File: src/rtl/axi4_lite_regfile_slave.sv
// rtl/axi4_lite_regfile_slave.sv - AXI4-Lite responder exposing a bank of 32-bit registers
//
// Purpose: independent AW/W capture, byte-strobed register writes with a
// single outstanding B response, and single-beat reads with one-cycle latency.
// Register 0 is a read-only ID constant; invalid or read-only accesses get SLVERR.
//
// Ports:
//   clk, rst_n                          clock, asynchronous active-low reset
//   awaddr/awvalid/awready              write address channel
//   wdata/wstrb/wvalid/wready           write data channel
//   bresp/bvalid/bready                 write response channel
//   araddr/arvalid/arready              read address channel
//   rdata/rresp/rvalid/rready           read data channel
module axi4_lite_regfile_slave #(
  parameter int unsigned NUM_REGS = 16,
  parameter logic [31:0] ID_VALUE = 32'hA4100001
) (
  input  logic        clk,
  input  logic        rst_n,
  input  logic [31:0] awaddr,
  input  logic        awvalid,
  output logic        awready,
  input  logic [31:0] wdata,
  input  logic [3:0]  wstrb,
  input  logic        wvalid,
  output logic        wready,
  output logic [1:0]  bresp,
  output logic        bvalid,
  input  logic        bready,
  input  logic [31:0] araddr,
  input  logic        arvalid,
  output logic        arready,
  output logic [31:0] rdata,
  output logic [1:0]  rresp,
  output logic        rvalid,
  input  logic        rready
);

  localparam int unsigned IDX_W      = $clog2(NUM_REGS);
  localparam logic [31:0] ADDR_LIMIT = 32'(NUM_REGS * 4);
  localparam logic [1:0]  RESP_OKAY   = 2'b00;
  localparam logic [1:0]  RESP_SLVERR = 2'b10;

  function automatic logic addr_ok(input logic [31:0] a);
    return (a[1:0] == 2'b00) && (a < ADDR_LIMIT);
  endfunction

  logic              aw_full_q, aw_full_d;
  logic              w_full_q, w_full_d;
  logic [31:0]       awaddr_q, awaddr_d;
  logic [31:0]       wdata_q, wdata_d;
  logic [3:0]        wstrb_q, wstrb_d;
  logic              bvalid_q, bvalid_d;
  logic [1:0]        bresp_q, bresp_d;
  logic              rvalid_q, rvalid_d;
  logic [31:0]       rdata_q, rdata_d;
  logic [1:0]        rresp_q, rresp_d;
  logic [31:0]       regs_q [NUM_REGS];

  logic              aw_hs, w_hs, b_hs, ar_hs, r_hs;
  logic              wr_go, wr_ok;
  logic [IDX_W-1:0]  wr_idx, rd_idx;

  // Ready outputs depend on registered flags only.
  assign awready = !aw_full_q;
  assign wready  = !w_full_q;
  assign arready = !rvalid_q;
  assign bvalid  = bvalid_q;
  assign bresp   = bresp_q;
  assign rvalid  = rvalid_q;
  assign rdata   = rdata_q;
  assign rresp   = rresp_q;

  assign aw_hs = awvalid && awready;
  assign w_hs  = wvalid && wready;
  assign b_hs  = bvalid_q && bready;
  assign ar_hs = arvalid && arready;
  assign r_hs  = rvalid_q && rready;

  assign wr_idx = awaddr_q[2 +: IDX_W];
  assign rd_idx = araddr[2 +: IDX_W];

  // Flags stay set until the B handshake, so a write commits exactly once.
  assign wr_go = aw_full_q && w_full_q && !bvalid_q;
  assign wr_ok = addr_ok(awaddr_q) && (wr_idx != '0);

  always_comb begin
    aw_full_d = aw_full_q;
    w_full_d  = w_full_q;
    awaddr_d  = awaddr_q;
    wdata_d   = wdata_q;
    wstrb_d   = wstrb_q;
    bvalid_d  = bvalid_q;
    bresp_d   = bresp_q;
    rvalid_d  = rvalid_q;
    rdata_d   = rdata_q;
    rresp_d   = rresp_q;

    if (aw_hs) begin
      aw_full_d = 1'b1;
      awaddr_d  = awaddr;
    end
    if (w_hs) begin
      w_full_d = 1'b1;
      wdata_d  = wdata;
      wstrb_d  = wstrb;
    end
    if (wr_go) begin
      bvalid_d = 1'b1;
      bresp_d  = wr_ok ? RESP_OKAY : RESP_SLVERR;
    end
    if (b_hs) begin
      bvalid_d  = 1'b0;
      aw_full_d = 1'b0;
      w_full_d  = 1'b0;
    end

    // arready is !rvalid, so AR and R handshakes never share a cycle.
    if (ar_hs) begin
      rvalid_d = 1'b1;
      if (!addr_ok(araddr)) begin
        rdata_d = '0;
        rresp_d = RESP_SLVERR;
      end else if (rd_idx == '0) begin
        rdata_d = ID_VALUE;
        rresp_d = RESP_OKAY;
      end else begin
        rdata_d = regs_q[rd_idx];
        rresp_d = RESP_OKAY;
      end
    end else if (r_hs) begin
      rvalid_d = 1'b0;
    end
  end

  always_ff @(posedge clk or negedge rst_n) begin
    if (!rst_n) begin
      aw_full_q <= 1'b0;
      w_full_q  <= 1'b0;
      awaddr_q  <= '0;
      wdata_q   <= '0;
      wstrb_q   <= '0;
      bvalid_q  <= 1'b0;
      bresp_q   <= RESP_OKAY;
      rvalid_q  <= 1'b0;
      rdata_q   <= '0;
      rresp_q   <= RESP_OKAY;
    end else begin
      aw_full_q <= aw_full_d;
      w_full_q  <= w_full_d;
      awaddr_q  <= awaddr_d;
      wdata_q   <= wdata_d;
      wstrb_q   <= wstrb_d;
      bvalid_q  <= bvalid_d;
      bresp_q   <= bresp_d;
      rvalid_q  <= rvalid_d;
      rdata_q   <= rdata_d;
      rresp_q   <= rresp_d;
    end
  end

  // Register bank; entry 0 is never written because reads of index 0 return ID_VALUE.
  always_ff @(posedge clk or negedge rst_n) begin
    if (!rst_n) begin
      for (int i = 0; i < int'(NUM_REGS); i++) begin
        regs_q[i] <= '0;
      end
    end else if (wr_go && wr_ok) begin
      for (int b = 0; b < 4; b++) begin
        if (wstrb_q[b]) begin
          regs_q[wr_idx][8*b +: 8] <= wdata_q[8*b +: 8];
        end
      end
    end
  end

endmodule

File: config.mk
export PLATFORM = sky130hd
export DESIGN_NAME = axi4_lite_regfile_slave
export DESIGN_NICKNAME = d
export VERILOG_FILES = /design/src/rtl/axi4_lite_regfile_slave.sv
export SDC_FILE = /design/constraint.sdc
export NUM_CORES = 1
export LEC_CHECK = 0
export ABC_AREA = 1
export CAP_MARGIN = 15
export CORE_MARGIN = 1.5
export CORE_UTILIZATION = 40
export DETAILED_ROUTE_END_ITERATION = 16
export GPL_ROUTABILITY_DRIVEN = 0
export PLACE_DENSITY = 0.66
export REMOVE_ABC_BUFFERS = 1
export SLEW_MARGIN = 20
export SYNTH_ARGS = -nofsm -noshare
export SYNTH_HDL_FRONTEND = slang
export SYNTH_SLANG_ARGS = --single-unit
File: constraint.sdc
create_clock -name clk -period 1.87 [get_ports clk]
set_input_delay 0.374 -clock clk [delete_from_list [all_inputs] [get_ports clk]]
set_output_delay 0.374 -clock clk [all_outputs]
set_load 0.05 [all_outputs]
Word level (Yosys, flattened, before mapping)

Cells that the tools add are included.

Input port bits: 107
Logic and storage cells: 91
Memory bits (read-only): 0
Output and inout bits: 41
Register bits: 620
Memories: 0
Latch bits: 0
Bits in writable memories: 0

Muxes and demuxes: 34
Reduce and logical (&&, ||, !) cells: 24
$add $sub $neg: 0
$lt $le $gt $ge: 5
Multipliers: 0
Bitwise logic cells: 2
Equal/unequal tests: 0
Shift-type cells: 0
Divide/modulo/power cells: 0

Operators by type and width:

| cell                                                                           | number |
|---|---|
| 512-bit two-way mux                                                            | 7 |
| 512-bit bitwise mux                                                            | 4 |
| 32-bit demux with 4-bit select                                                 | 4 |
| 32-bit two-way mux                                                             | 5 |
| 32-bit binary-select mux with 4-bit select                                     | 1 |
| 32-bit by 7-bit less-than comparator with 1-bit output (second input constant) | 2 |
| 24-bit two-way mux                                                             | 1 |
| 16-bit two-way mux                                                             | 1 |
| 1-bit logical AND                                                              | 12 |
| 5-bit greater-or-equal comparator (second input constant)                      | 2 |
| 4-bit inverter with 5-bit output                                               | 2 |
| 1-bit two-way mux                                                              | 8 |
| 8-bit two-way mux                                                              | 1 |
| 2-bit nonzero test                                                             | 4 |
| 5-bit by 1-bit less-than comparator with 1-bit output (second input constant)  | 1 |
| 1-bit zero test                                                                | 4 |
| 2-bit zero test                                                                | 2 |
| 4-bit zero test                                                                | 1 |
| 2-bit two-way mux                                                              | 2 |
| 4-bit nonzero test                                                             | 1 |

Depth between registers and ports, before layout

Depth after elaboration: 16
Gate-level depth with buffers: 13

Least setup slack after synthesis

No wires, ideal clock.

Kind: register to register
Start: register rvalid_q (netlist: rvalid)
End: register rdata_q[10] (netlist: rdata[10])
Library setup time: 66 ps
Stages on the path, launching flop included: 9
Required time: 1,804 ps
Buffers on the path: 1
Period minus slack after synthesis: 2,090 ps
Data arrival time: 2,024 ps
Path slack: -220 ps
Cell sequence: dfrtp_1 -> inv_1 -> nand2_1 -> nor2_1 -> nand2_1 -> nor3_4 -> buf_4 -> nand2_1 -> nand2_1

Longest elaborated chain between the ends: 2

Ends and longest elaborated chain:

| item                   | line | source |
|---|---|---|
| start, declared        | 55   | `logic rvalid_q, rvalid_d;` |
| start signal, assigned | 156  | `rvalid_q <= rvalid_d;` |
| 1-bit zero test        | 67   | `assign arready = !rvalid_q;` |
| net arready            | 32   | `output logic arready,` |
| 1-bit logical AND      | 77   | `assign ar_hs = arvalid && arready;` |
| end signal, assigned   | 157  | `rdata_q <= rdata_d;` |
| end, declared          | 56   | `logic [31:0] rdata_q, rdata_d;` |

The timed path passes the listed nets, and every way through them passes these cells.
A chain may end at the register's enable or synchronous reset.

Worst setup path in the final report

Start: register awaddr_q[26]
End: register regs_q[372] (netlist bit)

Longest elaborated chain between the ends: 4

Ends and longest elaborated chain:

| item                                                   | line | source |
|---|---|---|
| start, declared                                        | 50   | `logic [31:0] awaddr_q, awaddr_d;` |
| start signal, assigned                                 | 151  | `awaddr_q <= awaddr_d;` |
| 32-bit by 7-bit less-than comparator with 1-bit output | 45   | `return (a[1:0] == 2'b00) && (a < ADDR_LIMIT);` |
| 1-bit logical AND                                      | 45   |  |
| 1-bit logical AND                                      | 85   | `assign wr_ok = addr_ok(awaddr_q) && (wr_idx != '0);` |
| 1-bit logical AND                                      | 168  | `end else if (wr_go && wr_ok) begin` |
| end signal, assigned by index                          | 171  | `regs_q[wr_idx][8*b +: 8] <= wdata_q[8*b +: 8];` |
| end, declared                                          | 58   | `logic [31:0] regs_q [NUM_REGS];` |

Every way passes these cells.

==> results by group <==
Status
  – Status: finished with violations
  – Failing checks: negative setup slack

Worst setup path
  – Kind of critical path: reg2reg
  – CP required: 2.41 ns
  – WP data arrival: 2.43 ns
  – Critical path endpoint category: register
  – Crit Path Max Fanout: 9
  – Critical Path Start Type: register

Synthesis
  – Post-synthesis sequential area ratio: 49.0%
  – Post-synth cell types: 27
  – Register bit count reported by yosys: 613
  – Cell area after synthesis: between 30000 and 40000 um^2
  – Syn avg cell area: about 8 um^2
  – Mapped Cells: 3934
  – Synth warn: 0

Die
  – Starting Density: 40.4%
  – Placement Rows: approximately 100
  – Die Width: 283 um
  – Core ar.: between 70000 and 80000 um^2
  – Ports: 148
  – Die Ht: roughly 280 um
  – Die Area: 80000 um^2

Clocking
  – Clk_lat worst skew: 0.62 ns
  – H-tree depth: 3
  – CTS sink cnt: 613
  – Clock Tree Root: clkbuf_16
  – TritonCTS buffer count: 70
  – Max Root-Sink Buffers: 3
  – Clock transition at the registers of the reported paths: 0.06 ns
  – TritonCTS clock tree: built

Cells and area
  – Area growth from synthesis to final layout: 22.6%
  – Sequential cell area: 15400 um^2
  – Post-route insts no fill: 5159
  – Number of fillers in the final layout: between 7000 and 8000
  – Fraction of layout cells with a size suffix above 1: a little over an eighth
  – Commonest non-fill, non-tap cells in the layout: 1825 x nand2_1, 609 x dfrtp_1, 480 x nand4_1
  – Cell area after layout: 38400 um^2
  – NumNets Final: 4182
  – N_diodes: 0
  – Area of the multi-input gates: between 10000 and 15000 um^2
  – Commonest non-fill, non-tap cell in the layout: nand2_1

Placement
  – Placed cells: 5004
  – Port Buffers: 145
  – Place WS: -0.0514 ns
  – Placed Area: ~35000 um^2
  – Post-DP HPWL: 63700 um

STA
  – Fmax: 0.528 GHz
  – Pins Over Slew Limit: 0
  – Worst setup margin: -0.0241 ns
  – Min cycle time layout: 1.89 ns
  – Slew HR: 39.7%
  – Clock skew: 0.0213 ns
  – Setup violations, final: 22
  – RSZ-0062 raised after global routing: yes
  – Final Cycle Share: 101%
  – Setup TNS: -0.169 ns
  – Worst Tran Pin Value: 0.904 ns
  – Final hold violations: 0

Route
  – WL per Instance: 20.0 um
  – Routed Antenna Nets: 0
  – Vias per cell: 5.54
  – Routed WL: 103000 um
  – DRC: 0
  – Initial DRC Count: 3089
  – TritonRoute pass-1 iters: 6
  – Vias: 28600

Pwr
  – Leakage: roughly 20 nW
  – Peak VDD IR: 0.000881 V
  – PwrDens: ~1000 nW/um^2

Job
  – Max-cap viol count: 0

GRT
  – First-pass GRT wire length: 157000 um
  – Initial antenna violation count: 1
  – Largest net degree at the start of global routing: 88
  – Total GRT Usage: 25.1%
  – Vias in the first global route: 26700
  – Grt total ovfl: 0

Worst hold path
  – Hold Crit Class: in2async
==> worst paths after layout <==
kind                                          startpoint                       to  slack, ns  cells after the start
worst max-delay path            awaddr_q[26]$_DFFE_PN0P_  regs_q[372]$_DFFE_PN0P_      -0.02                     10
worst min-delay path                               rst_n  regs_q[265]$_DFFE_PN0P_       0.28                      2
worst max register to register  awaddr_q[26]$_DFFE_PN0P_  regs_q[372]$_DFFE_PN0P_      -0.02                     10
worst min register to register   regs_q[486]$_DFFE_PN0P_  regs_q[486]$_DFFE_PN0P_       0.37                      0
max in group asynchronous                          rst_n   regs_q[22]$_DFFE_PN0P_       0.78                      4
min in group clk                                  bready       bvalid$_DFFE_PN0P_       0.36                      2
==> repair_timing <==
action	CTS	global route
pin swaps	7	59
setup endpoints to repair	356	481
gates resized for setup	19	32
endpoints found under the hold margin	28	0
hold buffers	1	0
cloned	2	26
setup buffers	2	8
==> power by group <==
group	total [mW]	internal (mW)	switching, mW
sequential	17.3	14.0	3.24
combinational	8.51	2.85	5.66
clock	13.7	8.16	5.58
==> registers in the layout, summed over array words and instances (netlist names) <==
name and flops:
regs_q 507, awaddr_q 32, rdata 32, wdata_q 32
wstrb_q 4, aw_full_q 1, bresp 1, bvalid 1
rresp 1, rvalid 1, w_full_q 1
==> metrics by stage <==
step / hold WS, ns / total power [mW] / utilization (%)
after floorplan: 0.0784 / 19.2 / -
after global placement: 0.314 / 25.7 / 45.5
after detailed placement: 0.311 / 25.7 / 45.5
after CTS: 0.268 / 39.5 / 48.6
after global routing: 0.285 / 40.8 / 49.6
final: 0.280 / 39.5 / 49.6
==> cells in the mapped netlist <==
library cell / number / share of area, %
nor3b_1: 1 / 0.024
buf_2: 98 / 1.6
o21ai_0: 118 / 1.9
nand3_1: 114 / 1.8
a21oi_1: 28 / 0.45
buf_1: 22 / 0.26
or2_2: 1 / 0.020
nand3_2: 1 / 0.032
conb_1: 1 / 0.012
inv_2: 3 / 0.036
nand4_1: 480 / 9.6
nand4_4: 60 / 4.1
clkbuf_1: 167 / 2.0
nand2_2: 2 / 0.040
clkbuf_8: 5 / 0.22
mux2_2: 64 / 2.3
and2_0: 1 / 0.020
clkinv_1: 1 / 0.012
o21ai_1: 1 / 0.016
inv_1: 85 / 1.0
nor3_4: 2 / 0.10
nor2_1: 175 / 2.1
buf_6: 7 / 0.25
dfrtp_1: 613 / 49
buf_4: 39 / 0.93
nor2_2: 18 / 0.36
nand2_1: 1827 / 22
==> logic make-up after synthesis <==
group	share of synthesized area (%)
muxes	2.30
DFF	49.0
buffers and inverters	6.30
and+or+nand+nor	40.1
other	0.0120
AOI/OAI and AO/OA	2.35
==> worst max-delay path, stage by stage (launching register included) <==
cell     delay, ns
dfrtp_1       0.37
nor2_1        0.12
nand2_1       0.11
nor2_1        0.10
o21ai_1       0.10
nor2_4        0.20
buf_12        0.20
buf_16        0.19
buf_12        0.14
nand4_1       0.14
nand2_1       0.12
==> area by class of cell <==
class,instances,share of cell area [%]
clock buffers,104,5.40
repair buffers,406,13.1
flip-flops and latches,613,40.0
multi-input cells,2895,36.8
clock inverters,12,0.424
well taps,1040,3.39
inverters,89,0.883
==> metal layers <==
metal,up-vias,share of wire (%),track usage [%]
met3,189,8.5,4.12
met2,1303,46,40.3
met4,2,2.8,6.92
met1,13800,43,35.2
met5,-,0.011,0
li1,13300,-,-
Power figures use the tool's default switching activity.
